--- src/rtl/matmul_sequencer_if.sv ---
// matmul_sequencer_if: control handshake and memory-controller bus of matmul_sequencer (start/busy/done, address/write_en/DATA out, Q in)
interface matmul_sequencer_if;
  logic        start;
  logic        busy;
  logic        done;
  logic        write_en;
  logic [15:0] address;
  logic [31:0] DATA;
  logic [31:0] Q;
  modport master (input start, Q, output busy, done, address, write_en, DATA);
  modport slave (output start, Q, input busy, done, address, write_en, DATA);
endinterface

--- src/rtl/matmul_sequencer.sv ---
// matmul_sequencer: sequences C = A x B for N x N byte matrices over a 1-cycle-latency memory controller (ports clk, reset, bus.master: start/busy/done/address/write_en/DATA/Q); define MATMUL_SIGNED_EN for signed operands
module matmul_sequencer #(
  parameter int          N      = 4,
  parameter logic [11:0] A_BASE = 12'h000,
  parameter logic [11:0] B_BASE = 12'h000,
  parameter logic [11:0] C_BASE = 12'h000
) (
  input logic                clk,
  input logic                reset,
  matmul_sequencer_if.master bus
);
  typedef enum logic [2:0] {IDLE, RD_A, RD_B, MAC, WR_C, DONE} state_t;
  localparam logic [2:0]  LAST = 3'(N - 1);
  localparam logic [11:0] NW   = 12'(N);
  state_t      state, nxt;
  logic [2:0]  i, j, k;
  logic [7:0]  a;
  logic [15:0] p;
  logic [31:0] acc, prod;
  logic [11:0] a_addr, b_addr, c_addr;
  assign a_addr = A_BASE + {9'h0, i} * NW + {9'h0, k};
  assign b_addr = B_BASE + {9'h0, k} * NW + {9'h0, j};
  assign c_addr = C_BASE + {9'h0, i} * NW + {9'h0, j};
`ifdef MATMUL_SIGNED_EN
  assign p    = {{8{a[7]}}, a} * {{8{bus.Q[7]}}, bus.Q[7:0]};
  assign prod = {{16{p[15]}}, p};
`else
  assign p    = {8'h0, a} * {8'h0, bus.Q[7:0]};
  assign prod = {16'h0, p};
`endif
  always_comb begin
    nxt = IDLE;
    unique case (state)
      IDLE:    nxt = bus.start ? RD_A : IDLE;
      RD_A:    nxt = RD_B;
      RD_B:    nxt = MAC;
      MAC:     nxt = k < LAST ? RD_A : WR_C;
      WR_C:    nxt = (j < LAST || i < LAST) ? RD_A : DONE;
      DONE:    nxt = IDLE;
      default: nxt = IDLE;
    endcase
    bus.busy     = state != IDLE;
    bus.done     = state == DONE;
    bus.write_en = state == WR_C;
    bus.DATA     = state == WR_C ? acc : '0;
    bus.address  = state == RD_A ? {4'h0, a_addr} :
                   state == RD_B ? {4'h1, b_addr} :
                   state == WR_C ? {4'h2, c_addr} : '0;
  end
  always_ff @(posedge clk) begin
    if (reset) begin
      state <= IDLE;
      i     <= '0;
      j     <= '0;
      k     <= '0;
      a     <= '0;
      acc   <= '0;
    end else begin
      state <= nxt;
      case (state)
        IDLE: if (bus.start) begin
          i   <= '0;
          j   <= '0;
          k   <= '0;
          acc <= '0;
        end
        RD_B: a <= bus.Q[7:0];
        MAC: begin
          acc <= acc + prod;
          if (k < LAST) k <= k + 3'd1;
        end
        WR_C: begin
          acc <= '0;
          k   <= '0;
          if (j < LAST) j <= j + 3'd1;
          else if (i < LAST) begin
            j <= '0;
            i <= i + 3'd1;
          end
        end
        default: ;
      endcase
    end
  end
endmodule

--- src/flat_wrapper.sv ---
// flat-port wrapper written by rule: the top's interface ports become plain ports
module matmul_sequencer_flat 
#(
  parameter int          N      = 4,
  parameter logic [11:0] A_BASE = 12'h000,
  parameter logic [11:0] B_BASE = 12'h000,
  parameter logic [11:0] C_BASE = 12'h000
)
  (clk, reset, bus_start, bus_Q, bus_busy, bus_done, bus_address, bus_write_en, bus_DATA);
  matmul_sequencer_if bus_i ();
  input logic clk;
  input logic reset;
  input wire logic [$bits(bus_i.start)-1:0] bus_start;
  input wire logic [$bits(bus_i.Q)-1:0] bus_Q;
  output wire logic [$bits(bus_i.busy)-1:0] bus_busy;
  output wire logic [$bits(bus_i.done)-1:0] bus_done;
  output wire logic [$bits(bus_i.address)-1:0] bus_address;
  output wire logic [$bits(bus_i.write_en)-1:0] bus_write_en;
  output wire logic [$bits(bus_i.DATA)-1:0] bus_DATA;
  assign bus_i.start = bus_start;
  assign bus_i.Q = bus_Q;
  assign bus_busy = bus_i.busy;
  assign bus_done = bus_i.done;
  assign bus_address = bus_i.address;
  assign bus_write_en = bus_i.write_en;
  assign bus_DATA = bus_i.DATA;
  matmul_sequencer #(.N(N), .A_BASE(A_BASE), .B_BASE(B_BASE), .C_BASE(C_BASE)) u_core (.clk(clk), .reset(reset), .bus(bus_i));
endmodule
--- config.mk ---
export PLATFORM = sky130hd
export DESIGN_NAME = matmul_sequencer_flat
export DESIGN_NICKNAME = d
export VERILOG_FILES = /design/src/rtl/matmul_sequencer_if.sv /design/src/rtl/matmul_sequencer.sv /design/src/flat_wrapper.sv
export SDC_FILE = /design/constraint.sdc
export NUM_CORES = 1
export LEC_CHECK = 0
export BUFFER_PORTS_ARGS = -buffer_cell sky130_fd_sc_hd__buf_2
export CORE_UTILIZATION = 45
export DETAILED_ROUTE_END_ITERATION = 6
export HOLD_SLACK_MARGIN = 0.02
export PLACE_DENSITY = 0.67
export SETUP_SLACK_MARGIN = 0.5
export SYNTH_ARGS = -nofsm -noshare
export SYNTH_HDL_FRONTEND = slang
export SYNTH_SLANG_ARGS = --single-unit
--- constraint.sdc ---
create_clock -name clk -period 14.2 [get_ports clk]
set_input_delay 2.13 -clock clk [delete_from_list [all_inputs] [get_ports clk]]
set_output_delay 2.13 -clock clk [all_outputs]
set_load 0.01 [all_outputs]
==> metrics.md <==
| Metric | Value |
|---|---|
| Top cells by count, synth | `inv_1, nand2_1, nor2_1, dfxtp_1` |
| Port bufs | `between 50 and 60` |
| Global routing's busiest layer | `met2` |
| Setup Fix Bufs, Post-CTS | `0` |
| CTS Hold Buffers Added | `0` |
| Level count of the clock H-tree | `2` |
| Global Route met1 Usage | `0.288` |
| Cell Pwr Density | `67.9 nW/µm²` |
| TritonRoute pass-1 iters | `4` |
| Post-synth cell types | `55` |
| Vias in the first global route | `4458` |
| N_diodes | `0` |
| GR Util met2 | `0.362` |
| GRT Util Overall | `0.212` |
| Post-synth top area share | `0.196` |
| Final setup viols | `0` |
| Layout Nets | `815` |
| Routability cong. | `slightly below 0.9` |
| Post-synthesis register bit count | `between 50 and 60` |
| Starting Density | `0.462` |
| CP bufs+invs | `3` |
| Post-synthesis cell count | `about 650` |
| Top cells by area, synth | `dfxtp_1, fa_1, ha_1, inv_1, nand2_1` |
| Core Area | `11500 µm²` |
| Relative slew slack | `0.329` |
| Placed inst area | `5610 µm²` |
| Worst min path class | `flip-flop to flip-flop` |
| Layout Skew | `0.00694 ns` |
| Leak | `0.00299 µW` |
| RSZ-0062 raised after global routing | `false` |
| CTS tree | `built` |
| CP max stage cell | `fa_1` |
| Slew @ Worst Pin | `1.01 ns` |
| Num CTS Buffers | `5` |
| Fin area | `5740 µm²` |
| Clock Sinks | `52` |
| Fraction of registers with async set/reset | `0` |
| Crit-path cells | `buf_2, and2_1, fa_1, fa_1, inv_1, fa_1, fa_1, inv_1, ha_1, nand3_1, nor3_1, a31oi_1, a21oi_2, and3_1, xnor2_1, nor2_1` |
| Top FF cell, synth | `dfxtp_1` |
| Post-synth EDFFs | `0` |
| Share of layout cells above drive strength 1 | `0.104` |
| Worst Setup End Kind | `flip-flop` |
| Vias per cell | `around 5.4` |
| Total of max-cap violations | `0` |
| Outcome | `finished clean` |
| Warnings, synthesis | `0` |
| Routed WL | `12.5 mm` |
| Tmin final | `6.41 ns` |
| Slew Limit Fails | `0` |
| Met3 Use GR | `0.0209` |
| Post-synthesis average cell area | `8.20 µm²` |
| Synth area leader | `dfxtp_1` |
| Syn-to-layout area delta | `8.31%` |
| Row cnt | `39` |
| Iteration-0 DRC Markers | `196` |
| Count leader, synth | `inv_1` |
| Crit path kind | `input port to flip-flop` |
| GRT overflow | `0` |
| Largest net degree at the start of global routing | `34` |
| Width of the chip | `between 100 and 150 µm` |
| WP data arrival | `6.56 ns` |
| Delay-heaviest family, CP | `adder cells` |
| Critical path peak fanout | `9` |
| Peak VDD IR | `around 53 µV` |
| CTS Buffer Depth | `2` |
| Mapped Area | `5300 µm²` |
| Routed via count | `approximately 4500` |
| Clk_lat worst skew | `0.29 ns` |
| Final TNS setup | `0 ns` |
| Post-DP HPWL | `9.57 mm` |
| I/O pin cnt | `86` |
| Wire per inst | `about 15 µm` |
| Post-cts sizing count | `0` |
| Initial antenna violation count | `0` |
| Slowest stage delay, CP | `around 0.55 ns` |
| First-pass GRT wire length | `21.4 mm` |
| Most frequent CP cell | `fa_1` |
| Drt drc | `0` |
| Chip height | `111 µm` |
| Critical path launch point type | `input port` |
| Fin. Hold Viols | `0` |
| Reg clk slew, reported paths | `0.06 ns` |
| Worst EP required | `14.35 ns` |
| Fmax | `156 MHz` |
| Die area | `approximately 12000 µm²` |
| Antenna viol nets, final | `0` |
| Part of the Yosys area used for sequential elements | `0.196` |
| Period utilization | `0.452` |
| Clk root buf | `clkbuf_16` |
## cell usage in the layout (no fill, tap or decap), types with 3 or more instances in the layout
cell,count
nand3_1,17
and3_1,26
buf_2,53
a31oi_1,4
and2_1,37
a21o_1,5
a22oi_1,15
a22o_1,5
ha_1,50
dfxtp_1,52
nor2b_1,4
nor3_1,7
nand4_1,6
or3_1,4
xnor2_1,13
nand2_1,66
inv_1,106
xor2_1,14
a21oi_1,27
o21ai_0,10
fa_1,50
a32oi_1,3
nor2_1,55
clkbuf_16,5
conb_1,8
## state kept, by name, summed over array words and instances (netlist names)
name and flops:
u_core.k 3, u_core.state 3, u_core.j 3, u_core.i 3, u_core.a 8, u_core.acc 32
## logic make-up after synthesis
family                   count (synthesis)  share of synthesized area
AND/OR/NAND/NOR                        228                      0.213
buffers and inverters                  141                      0.108
adder cells (fa/ha/maj)                100                      0.307
AO/OA/AOI/OAI                           97                      0.129
flip-flops                              52                      0.196
XOR/XNOR                                27                     0.0446
other                                    1                   0.000707
multiplexers                             1                    0.00189
## routing by layer
metal	wire, µm	part of all wire
met5	0	0
met4	214	0.017
met3	465	0.037
met2	6010	0.48
met1	5800	0.46
## layout make-up
| class | instances | area (µm²) |
|---|---|---|
| Multi-Input combinational cell | 461 | 3710 |
| Sequential cell | 52 | 1040 |
| Clock buffer | 5 | 125 |
| Tap cell | 143 | 179 |
| Clock inverter | 2 | 12.5 |
| Timing Repair Buffer | 54 | 273 |
| Inverter | 106 | 398 |
| Fill cell | 1118 | 5720 |
## final timing paths
path | start | to | slack [ns] | depth (start not counted)
min reg2reg | u_core.acc[13] | u_core.acc[13] | 0.50 | 1
min | u_core.acc[13] | u_core.acc[13] | 0.50 | 1
max | bus_Q[7] | u_core.acc[25] | 7.79 | 16
max reg2reg | u_core.a[3] | u_core.acc[25] | 9.21 | 15
## per-stage QoR
| stage | total power (µW) | hold WS (ns) | setup slack, ns | cells | utilization |
|---|---|---|---|---|---|
| 5_1_grt | 419 | 0.533 | 7.48 | 823 | 0.501 |
| 3_3_place_gp | 275 | 0.465 | 7.53 | 816 | 0.489 |
| 2_1_floorplan | 251 | 0.449 | 7.90 | 654 | - |
| 6_report | 390 | 0.496 | 7.79 | 823 | 0.501 |
| 4_1_cts | 394 | 0.495 | 7.79 | 823 | 0.501 |
| 3_5_place_dp | 279 | 0.479 | 7.50 | 816 | 0.489 |
## where the power goes
part,internal [µW],switching [µW]
sequential,150,11.4
clock,64.0,51.3
combinational,40.2,73.8
No activity file was read; power rests on OpenSTA's default activity.
